==> config.mk <==
export PLATFORM = sky130hd
export DESIGN_NAME = fetcher
export DESIGN_NICKNAME = d
export VERILOG_FILES = /design/src/rtl/fetcher.sv
export SDC_FILE = /design/constraint.sdc
export NUM_CORES = 1
export LEC_CHECK = 0
export ABC_CLOCK_PERIOD_IN_PS = 5800
export CAP_MARGIN = 10
export CORE_UTILIZATION = 35
export DETAILED_ROUTE_END_ITERATION = 10
export PLACE_DENSITY = 0.59
export RECOVER_POWER = 25
export SLEW_MARGIN = 20
export SYNTH_ARGS = -nofsm -noshare
export SYNTH_HDL_FRONTEND = slang
export SYNTH_SLANG_ARGS = --single-unit
==> constraint.sdc <==
create_clock -name clk_i -period 5.8 [get_ports clk_i]
set_input_delay 1.74 -clock clk_i [delete_from_list [all_inputs] [get_ports clk_i]]
set_output_delay 1.74 -clock clk_i [all_outputs]
set_load 0.005 [all_outputs]
==> src/rtl/fetcher.sv <==
// Warp fetch scheduler: tracks IDLE/READY/WAITING per warp, admits new warps,
// picks one READY warp round-robin for the instruction cache and re-arms it
// once the decoder reports the instruction it fetched.
module fetcher #(
    parameter int  PcWidth   = 32,
    parameter int  NumWarps  = 8,
    parameter int  WarpWidth = 32,
    localparam int WidWidth  = (NumWarps > 1) ? $clog2(NumWarps) : 1
) (
    input  logic                 clk_i,
    input  logic                 rst_i,
    input  logic                 start_valid_i,
    output logic                 start_ready_o,
    input  logic [PcWidth-1:0]   start_pc_i,
    input  logic [WarpWidth-1:0] start_act_mask_i,
    input  logic                 ic_ready_i,
    output logic                 fe_valid_o,
    output logic [PcWidth-1:0]   fe_pc_o,
    output logic [WarpWidth-1:0] fe_act_mask_o,
    output logic [WidWidth-1:0]  fe_warp_id_o,
    input  logic                 dec_decoded_i,
    input  logic                 dec_stop_warp_i,
    input  logic [WidWidth-1:0]  dec_decoded_warp_id_i,
    input  logic [PcWidth-1:0]   dec_decoded_next_pc_i,
    output logic [NumWarps-1:0]  warp_active_o,
    output logic                 all_idle_o
);

    typedef enum logic [1:0] {
        IDLE    = 2'd0,
        READY   = 2'd1,
        WAITING = 2'd2
    } warp_state_e;

    warp_state_e          state_q [NumWarps];
    warp_state_e          state_d [NumWarps];
    logic [PcWidth-1:0]   pc_q    [NumWarps];
    logic [PcWidth-1:0]   pc_d    [NumWarps];
    logic [WarpWidth-1:0] mask_q  [NumWarps];
    logic [WarpWidth-1:0] mask_d  [NumWarps];

    // A selection offered to the cache but not yet accepted stays pinned here.
    logic                 hold_valid_q, hold_valid_d;
    logic [WidWidth-1:0]  hold_id_q, hold_id_d;
    logic [WidWidth-1:0]  last_grant_q, last_grant_d;

    logic                 any_idle;
    logic [WidWidth-1:0]  start_idx;
    logic                 rr_found;
    logic [WidWidth-1:0]  rr_idx;
    logic [WidWidth-1:0]  sel_id;
    logic                 dec_hit;

    // Per-warp activity flags and the lowest-index IDLE warp for admission.
    always_comb begin
        // NOTE: every combinational output gets a default first so no path
        // through the block leaves it unassigned, which would infer a latch.
        any_idle      = 1'b0;
        start_idx     = '0;
        warp_active_o = '0;
        // Walk downward so the last hit, i.e. the lowest index, wins.
        for (int i = NumWarps - 1; i >= 0; i--) begin
            if (state_q[i] == IDLE) begin
                any_idle  = 1'b1;
                start_idx = WidWidth'(i);
            end else begin
                warp_active_o[i] = 1'b1;
            end
        end
    end

    // Round-robin search over READY warps starting just after the last grant.
    always_comb begin
        rr_found = 1'b0;
        rr_idx   = '0;
        for (int k = 1; k <= NumWarps; k++) begin
            if (!rr_found && state_q[(int'(last_grant_q) + k) % NumWarps] == READY) begin
                rr_found = 1'b1;
                rr_idx   = WidWidth'((int'(last_grant_q) + k) % NumWarps);
            end
        end
    end

    // A held selection always beats a fresh search, so a newly READY warp
    // cannot preempt a request the cache has not yet taken.
    assign sel_id        = hold_valid_q ? hold_id_q : rr_idx;
    assign fe_valid_o    = hold_valid_q | rr_found;
    assign fe_warp_id_o  = sel_id;
    assign fe_pc_o       = pc_q[sel_id];
    assign fe_act_mask_o = mask_q[sel_id];
    assign start_ready_o = any_idle;
    assign all_idle_o    = ~|warp_active_o;

    // Decode results only count for a warp that actually has a fetch in flight.
    assign dec_hit = dec_decoded_i
                  && (int'(dec_decoded_warp_id_i) < NumWarps)
                  && (state_q[dec_decoded_warp_id_i] == WAITING);

    // Next-state: fetch handshake, decode completion and warp admission.
    // The three events touch distinct warps (READY, WAITING, IDLE) so they
    // can all apply in the same cycle without conflict.
    always_comb begin
        state_d      = state_q;
        pc_d         = pc_q;
        mask_d       = mask_q;
        hold_valid_d = hold_valid_q;
        hold_id_d    = hold_id_q;
        last_grant_d = last_grant_q;

        if (fe_valid_o && ic_ready_i) begin
            state_d[sel_id] = WAITING;
            last_grant_d    = sel_id;
            hold_valid_d    = 1'b0;
        end else if (fe_valid_o) begin
            hold_valid_d = 1'b1;
            hold_id_d    = sel_id;
        end

        if (dec_hit) begin
            if (dec_stop_warp_i) begin
                state_d[dec_decoded_warp_id_i] = IDLE;
            end else begin
                state_d[dec_decoded_warp_id_i] = READY;
                pc_d[dec_decoded_warp_id_i]    = dec_decoded_next_pc_i;
            end
        end

        // A warp stopping this cycle is still WAITING here, so it is not a
        // candidate for this cycle's start.
        if (start_valid_i && any_idle) begin
            state_d[start_idx] = READY;
            pc_d[start_idx]    = start_pc_i;
            mask_d[start_idx]  = start_act_mask_i;
        end
    end

    // State registers with synchronous reset.
    always_ff @(posedge clk_i) begin
        if (rst_i) begin
            // NOTE: the PC and mask arrays are reset on purpose: the request
            // payload is visible on the ports right after reset and must read 0.
            for (int i = 0; i < NumWarps; i++) begin
                state_q[i] <= IDLE;
                pc_q[i]    <= '0;
                mask_q[i]  <= '0;
            end
            hold_valid_q <= 1'b0;
            hold_id_q    <= '0;
            last_grant_q <= WidWidth'(NumWarps - 1);
        end else begin
            // NOTE: non-blocking assignments so every register samples the
            // pre-edge values regardless of statement order.
            state_q      <= state_d;
            pc_q         <= pc_d;
            mask_q       <= mask_d;
            hold_valid_q <= hold_valid_d;
            hold_id_q    <= hold_id_d;
            last_grant_q <= last_grant_d;
        end
    end

`ifndef SYNTHESIS
    // Flag decode events for warps that have no instruction in flight.
    always_ff @(posedge clk_i) begin
        if (!rst_i && dec_decoded_i) begin
            assert (dec_hit)
            else $warning("fetcher: decode for warp %0d ignored, warp not WAITING",
                          dec_decoded_warp_id_i);
        end
    end
`endif

endmodule
### Word-level counts from Yosys, hierarchy flattened

Cells that the tools add are included.

| word-level totals | value |
|---|---|
| bits in registers | 535 |
| bits of input ports | 105 |
| output and inout bits | 78 |
| logic and storage cells | 224 |

| cells by class | value |
|---|---|
| add/sub/neg operators | 8 |
| order comparisons | 14 |
| equal/unequal tests | 9 |
| muxes and demuxes | 94 |
| bitwise gates (word level) | 32 |
| reduce and logical (&&, ||, !) cells | 40 |

Operators by type and width:

| cell | number |
|---|---|
| 256-bit bitwise mux | 3 |
| 256-bit 2-to-1 mux | 3 |
| 32-bit by 4-bit greater-or-equal comparator with 1-bit output, second input constant | 8 |
| 32-bit inverter | 8 |
| 32-bit binary-select mux with 3-bit select | 2 |
| 32-bit demux with 3-bit select | 2 |
| 32-bit 2-to-1 mux | 6 |
| 16-bit 2-to-1 mux | 4 |
| 2-bit binary-select mux with 3-bit select | 9 |
| 3-bit 2-to-1 mux | 17 |
| 2-bit 2-to-1 mux | 21 |
| 8-bit AND | 3 |
| 1-bit 2-to-1 mux | 24 |
| 8-bit inverter | 3 |
| 8-bit bitwise OR | 3 |
| 3-bit OR reduction | 8 |
| 2-bit demux with 3-bit select | 3 |
| 16-bit AND | 1 |
| 2-bit by 1-bit equality test with 1-bit output, second input constant | 8 |
| 2-bit logical NOT | 8 |
| 16-bit inverter | 1 |
| 1-bit logical AND | 13 |
| 3-bit adder, second input constant | 4 |
| 4-bit greater-or-equal comparator, second input constant | 3 |
| other kinds (12) | 32 |

### Longest topological paths before layout

| depth | value |
|---|---|
| word-level depth | 44 |
| gate-level depth with buffers | 16 |
| mapped depth without buffers | 12 |

### Worst setup path after synthesis

Ideal clock, no wire load.

| path | value |
|---|---|
| kind | register -> output |
| start point | register last_grant_q[0] |
| end point | output fe_pc_o[21] |
| arrival time | 3.599 ns |
| required time | 4.060 ns |
| path slack | 0.461 ns |
| cell stages (with the launch flop) | 16 |
| path buffers | 4 |
| path through | dfxtp_1 -> buf_6 -> clkinv_2 -> ha_1 -> mux4_2 -> mux2i_1 -> or4_1 -> buf_2 -> or3b_1 -> o221ai_2 -> inv_2 -> buf_2 -> buf_4 -> mux2i_1 -> a32o_1 -> a211oi_2 |

| on the way | value |
|---|---|
| longest elaborated chain between the ends | 33 |
| elaborated cells between the ends (all ways) | 82 |
| classes of those cells | add/sub (8); eq/ne (8); mux (43); bitwise (9); reduce/logical (14) |

Ends and longest elaborated chain:

| what | line | text |
|---|---|---|
| start, declared | 45 | `logic [WidWidth-1:0] last_grant_q, last_grant_d;` |
| start signal, assigned | 149 | `last_grant_q <= WidWidth'(NumWarps - 1);` |
| start signal, assigned | 158 | `last_grant_q <= last_grant_d;` |
| 3-bit by 1-bit adder with 3-bit output | 77, 79 |  |
| 32-bit inverter (implied by the code) | 77 | `if (!rr_found && state_q[(int'(last_grant_q) + k) % NumWarps] == READY) begin` |
| 2-bit binary-select mux with 3-bit select | 77 |  |
| 2-bit 2-to-1 mux (implied by the code) (2 in series) | 77 |  |
| 2-bit by 1-bit equality test with 1-bit output | 77 |  |
| 1-bit 2-to-1 mux | 77 |  |
| 1-bit logical NOT | 77 |  |
| 1-bit logical AND | 77 |  |
| [... 15 more ...] | - |  |
| 1-bit 2-to-1 mux | 77 |  |
| 1-bit logical NOT | 77 |  |
| 1-bit logical AND | 77 |  |
| 3-bit 2-to-1 mux (*) | 77 |  |
| 3-bit 2-to-1 mux (*) | 86 | `assign sel_id = hold_valid_q ? hold_id_q : rr_idx;` |
| 3-bit inverter with 4-bit output (implied by the code) (*) | 89 | `assign fe_pc_o = pc_q[sel_id];` |
| 32-bit binary-select mux with 3-bit select (*) | 89 |  |
| 32-bit 2-to-1 mux (implied by the code) (*) (2 in series) | 89 |  |
| end, declared | 18 | `output logic [PcWidth-1:0] fe_pc_o,` |

Mark *: on every way between the ends. The rest lies on a longest branch, timed or not. The select of a mux whose other input is x is not followed.

### Final worst setup path

| path | value |
|---|---|
| start point | register last_grant_q[0] |
| end point | output fe_pc_o[25] |

Same word-level chain as after synthesis.

==> impl_results.md <==
- I/O Buffers: between 150 and 200
- DR DRC count: 0
- Hold path cells: 2
- # hold bufs at CTS: 0
- Failing checks: capacitance limit, slew limit, setup timing
- Setup WS post-layout: -0.421 ns
- Final min period: slightly above 6 ns
- Core Rows: 101
- Tcrit/Tclk final: 1.07
- Final WL: roughly 100 mm
- Final ANT Viol Nets: 0
- Critical path class: reg -> out
- Worst Path Max Fanout: 6
- CP bufs+invs: 8
- Fmax: between 0.15 and 0.2 GHz
- Most common cell after layout, fill and taps aside: nand2_1
- Worst path cell trace: buf_8, buf_6, or3b_2, nand2_1, mux4_2, or4_4, or3b_4, o221ai_4, buf_12, buf_8, clkinv_16, buf_12, buf_4, mux2i_1, a211oi_2, buf_2
- Post-synthesis cell type count: 69
- Min-Delay Endpoint: mask_q[37]
- Worst endpoint required time: ~4.1 ns
- Die Height: 280 µm
- Placed cell areas: between 0.03 and 0.04 mm²
- Final setup violation count: between 60 and 70
- Wire per inst: 21.3 µm
- Flop2flop setup slack: 0.13 ns
- Worst-Skew Late Latency: 0.66 ns
- CP top delay family: simple AND/OR/NAND/NOR gates
- Ys Warns: 0
- # placed instances: 4356
- Critical path's slowest cell: or4_4
- Fin cells: 4572
- Critical Path End Type: primary output
- Hold Path Class: reg -> reg
- Largest net degree at the start of global routing: 116
- Post-synth EDFFs: 0
- Vias: 25049
- Max Root-Sink Buffers: 3
- Outcome: finished with violations
- Setup crit start kind: flop
- Clock root buffer: clkbuf_16
- Vias in the first global route: 24321
- Commonest cells after routing, fill and taps aside: nand2_1, dfxtp_1, mux2i_1
- Floorplan core area: 0.0762 mm²
- RePlAce Congestion: around 0.87
- P_int: 0.0158 W
- Initial Util: 0.355
- Post-Route Skew: 0.0553 ns
- Synth top area share: 0.396
- Fin. Hold Viols: 0
- RSZ-0062 raised after global routing: yes
- Sequential power share: 0.157
- Cells after Synth: 3308
- Final nets: 3594
- Post-synthesis sequential area ratio: 0.396
- Initial antenna violation count: 12
- Combinational share of power: 0.695
- Worst Hold Launch: mask_q[37]
- Post-Syn Area per Cell: 8.18 µm²
- Syn Nets: about 3400
- Slew headroom: -0.923
- IO Count: roughly 180
- Vias per cell: between 5 and 6
- Clock power share: 0.148
- Synth-to-Final Area Change: 27.1%
- Total gr overflow: 0
- Flops & latches, synth: 535
- R2r endpoint: pc_q[155]
- Total Power: 0.0268 W
- Layout cells sized above 1: 0.193
- Util after Layout: 0.452
- Area contributors post-synth: dfxtp_1, mux2i_1, nand2_1
- Clock slew at reported path FFs: 0.06 ns
- Pwr per Cell Area: 779 mW/mm²
- Die area: approximately 0.078 mm²
- Max-Cap Viols: 5
- Fin. max-slew vios: around 240
- Fillers: 7399
- Worst-Margin Slew: 2.88 ns
- Dominant cell type by area after synthesis: dfxtp_1
- Static Leak: about 14 nW
- Net Sw Frac: 0.412
- Post-route cell area: roughly 0.034 mm²
- # H-tree levels: 2
- Area of the mapped netlist: 0.0271 mm²
- WP data arrival: 4.48 ns
- HPWL Detailed: 56.1 mm
- Slowest Stage Delay on Critical Path: 0.54 ns
- Main flop type after synthesis: dfxtp_1
- Ys async rst share: 0
- CTS tree: yes
- First-pass GRT wire length: 149 mm
- Worst R2R Path Depth: 10
- Clk sinks: 535
- Router iterations before antenna repair: 5
- Initial DRC Count: roughly 2000
- Num CTS Buffers: 60
- GRT Overall Usage: 0.242
- Peak VDD IR: 371 µV
- Die width: 280 µm
- Hold slack final: roughly 0.45 ns
- Sw Pwr: around 0.011 W
- Critical R2R Launch: state_q[6]
-- logic make-up (layout without fill, tap and decap cells) --
| family | after synthesis | count (layout) | synth area share |
|---|---|---|---|
| fa+ha+maj | 2 | 2 | 0.000924 |
| xor+xnor | 4 | 4 | 0.00129 |
| buf+inv | 394 | 624 | 0.0638 |
| simple gates | 1231 | 1232 | 0.185 |
| flops | 535 | 535 | 0.396 |
| compound gates | 727 | 727 | 0.194 |
| other cells | 0 | 3 | 0 |
| mux | 415 | 415 | 0.159 |
-- routing by layer --
metal	track usage	vias to the layer above	wire [µm]
met3	0.0391	150	6640
met1	0.324	12165	42900
met4	0.0675	18	2280
met2	0.399	819	45500
met5	0	-	102
li1	-	11897	-
-- stage by stage --
step	worst slack (ns)	TNS (ns)
floorplan	0.461	0
detailed placement	-0.456	-22.41
CTS	-0.356	-15.27
global route	-0.498	-27.90
global placement	-0.634	-32.85
finish	-0.421	-20.15
-- cell usage after synthesis, types with 3 or more instances --
library cell  instances
or4_1                 3
nand3_1               8
inv_1                12
mux2_2                3
nor3b_1               4
mux4_2               12
nand3b_1              3
clkbuf_2              9
o211a_1               3
buf_4                42
or3_1                 7
buf_2                27
nor4_1                4
o31ai_1              10
a211oi_1            272
and2_1                3
a21oi_1             270
clkbuf_1            266
buf_6                 6
nand2b_1             15
o221a_2               7
and3_1               69
mux2i_1             400
nand2_1             784
o211ai_1              6
dfxtp_1             535
nor2b_1               6
nor3_1               23
nor2_1              288
a31oi_1               9
a211oi_2             50
a32o_1               63
buf_1                28
o21ai_0               9
o21a_1                5
-- repair_timing --
action / 4_1_cts / 5_1_grt
endpoints found under the setup margin: 66 / 66
buffers inserted: 74 / 14
gates resized for setup: 460 / 41
pin swaps: 75 / 37
gates cloned: 12 / 4
-- sequential cells by signal, indices dropped and copies added, names as in the netlist --
name          cells
hold_id_q         3
hold_valid_q      1
last_grant_q      3
mask_q          256
pc_q            256
state_q          16
-- area by class of cell --
cell class / instances / area, µm² / area share
antenna: 3 / 7.51 / 0.000218
multi-input combinational: 2380 / 15200 / 0.442
timing repair buffer: 490 / 4970 / 0.144
sequential: 535 / 10700 / 0.311
inverter: 16 / 91.3 / 0.00265
timing repair inverter: 4 / 67.6 / 0.00196
tap: 1030 / 1290 / 0.0375
clock inverter: 24 / 294 / 0.00854
clock buffer: 90 / 1760 / 0.0513
-- how the worst max path moves through the flow --
stage,endpoint,cells past startpoint,startpoint
6_report,fe_pc_o[25],16,last_grant_q[0]
4_1_cts,fe_pc_o[9],16,last_grant_q[0]
2_1_floorplan,fe_pc_o[21],15,last_grant_q[0]
3_3_place_gp,fe_act_mask_o[18],13,last_grant_q[0]
5_1_grt,fe_pc_o[7],17,last_grant_q[0]
3_5_place_dp,fe_act_mask_o[18],13,last_grant_q[0]
-- power by group through the flow --
stage,registers [W],clock network (W),logic [W]
finish,0.00422,0.00396,0.0186
global route,0.00426,0.00418,0.0195
CTS,0.00421,0.00402,0.0179
detailed placement,0.00428,0,0.0148
global placement,0.00427,0,0.0147
floorplan,0.00423,0,0.00734
-- worst min-delay path, delay by kind of cell (launching register included) --
family	cells	cell delay, ns
AO/OA/AOI/OAI	1	0.05
AND/OR/NAND/NOR	1	0.05
flip-flops	1	0.31
Note: power is estimated with default switching activity, not from simulation.
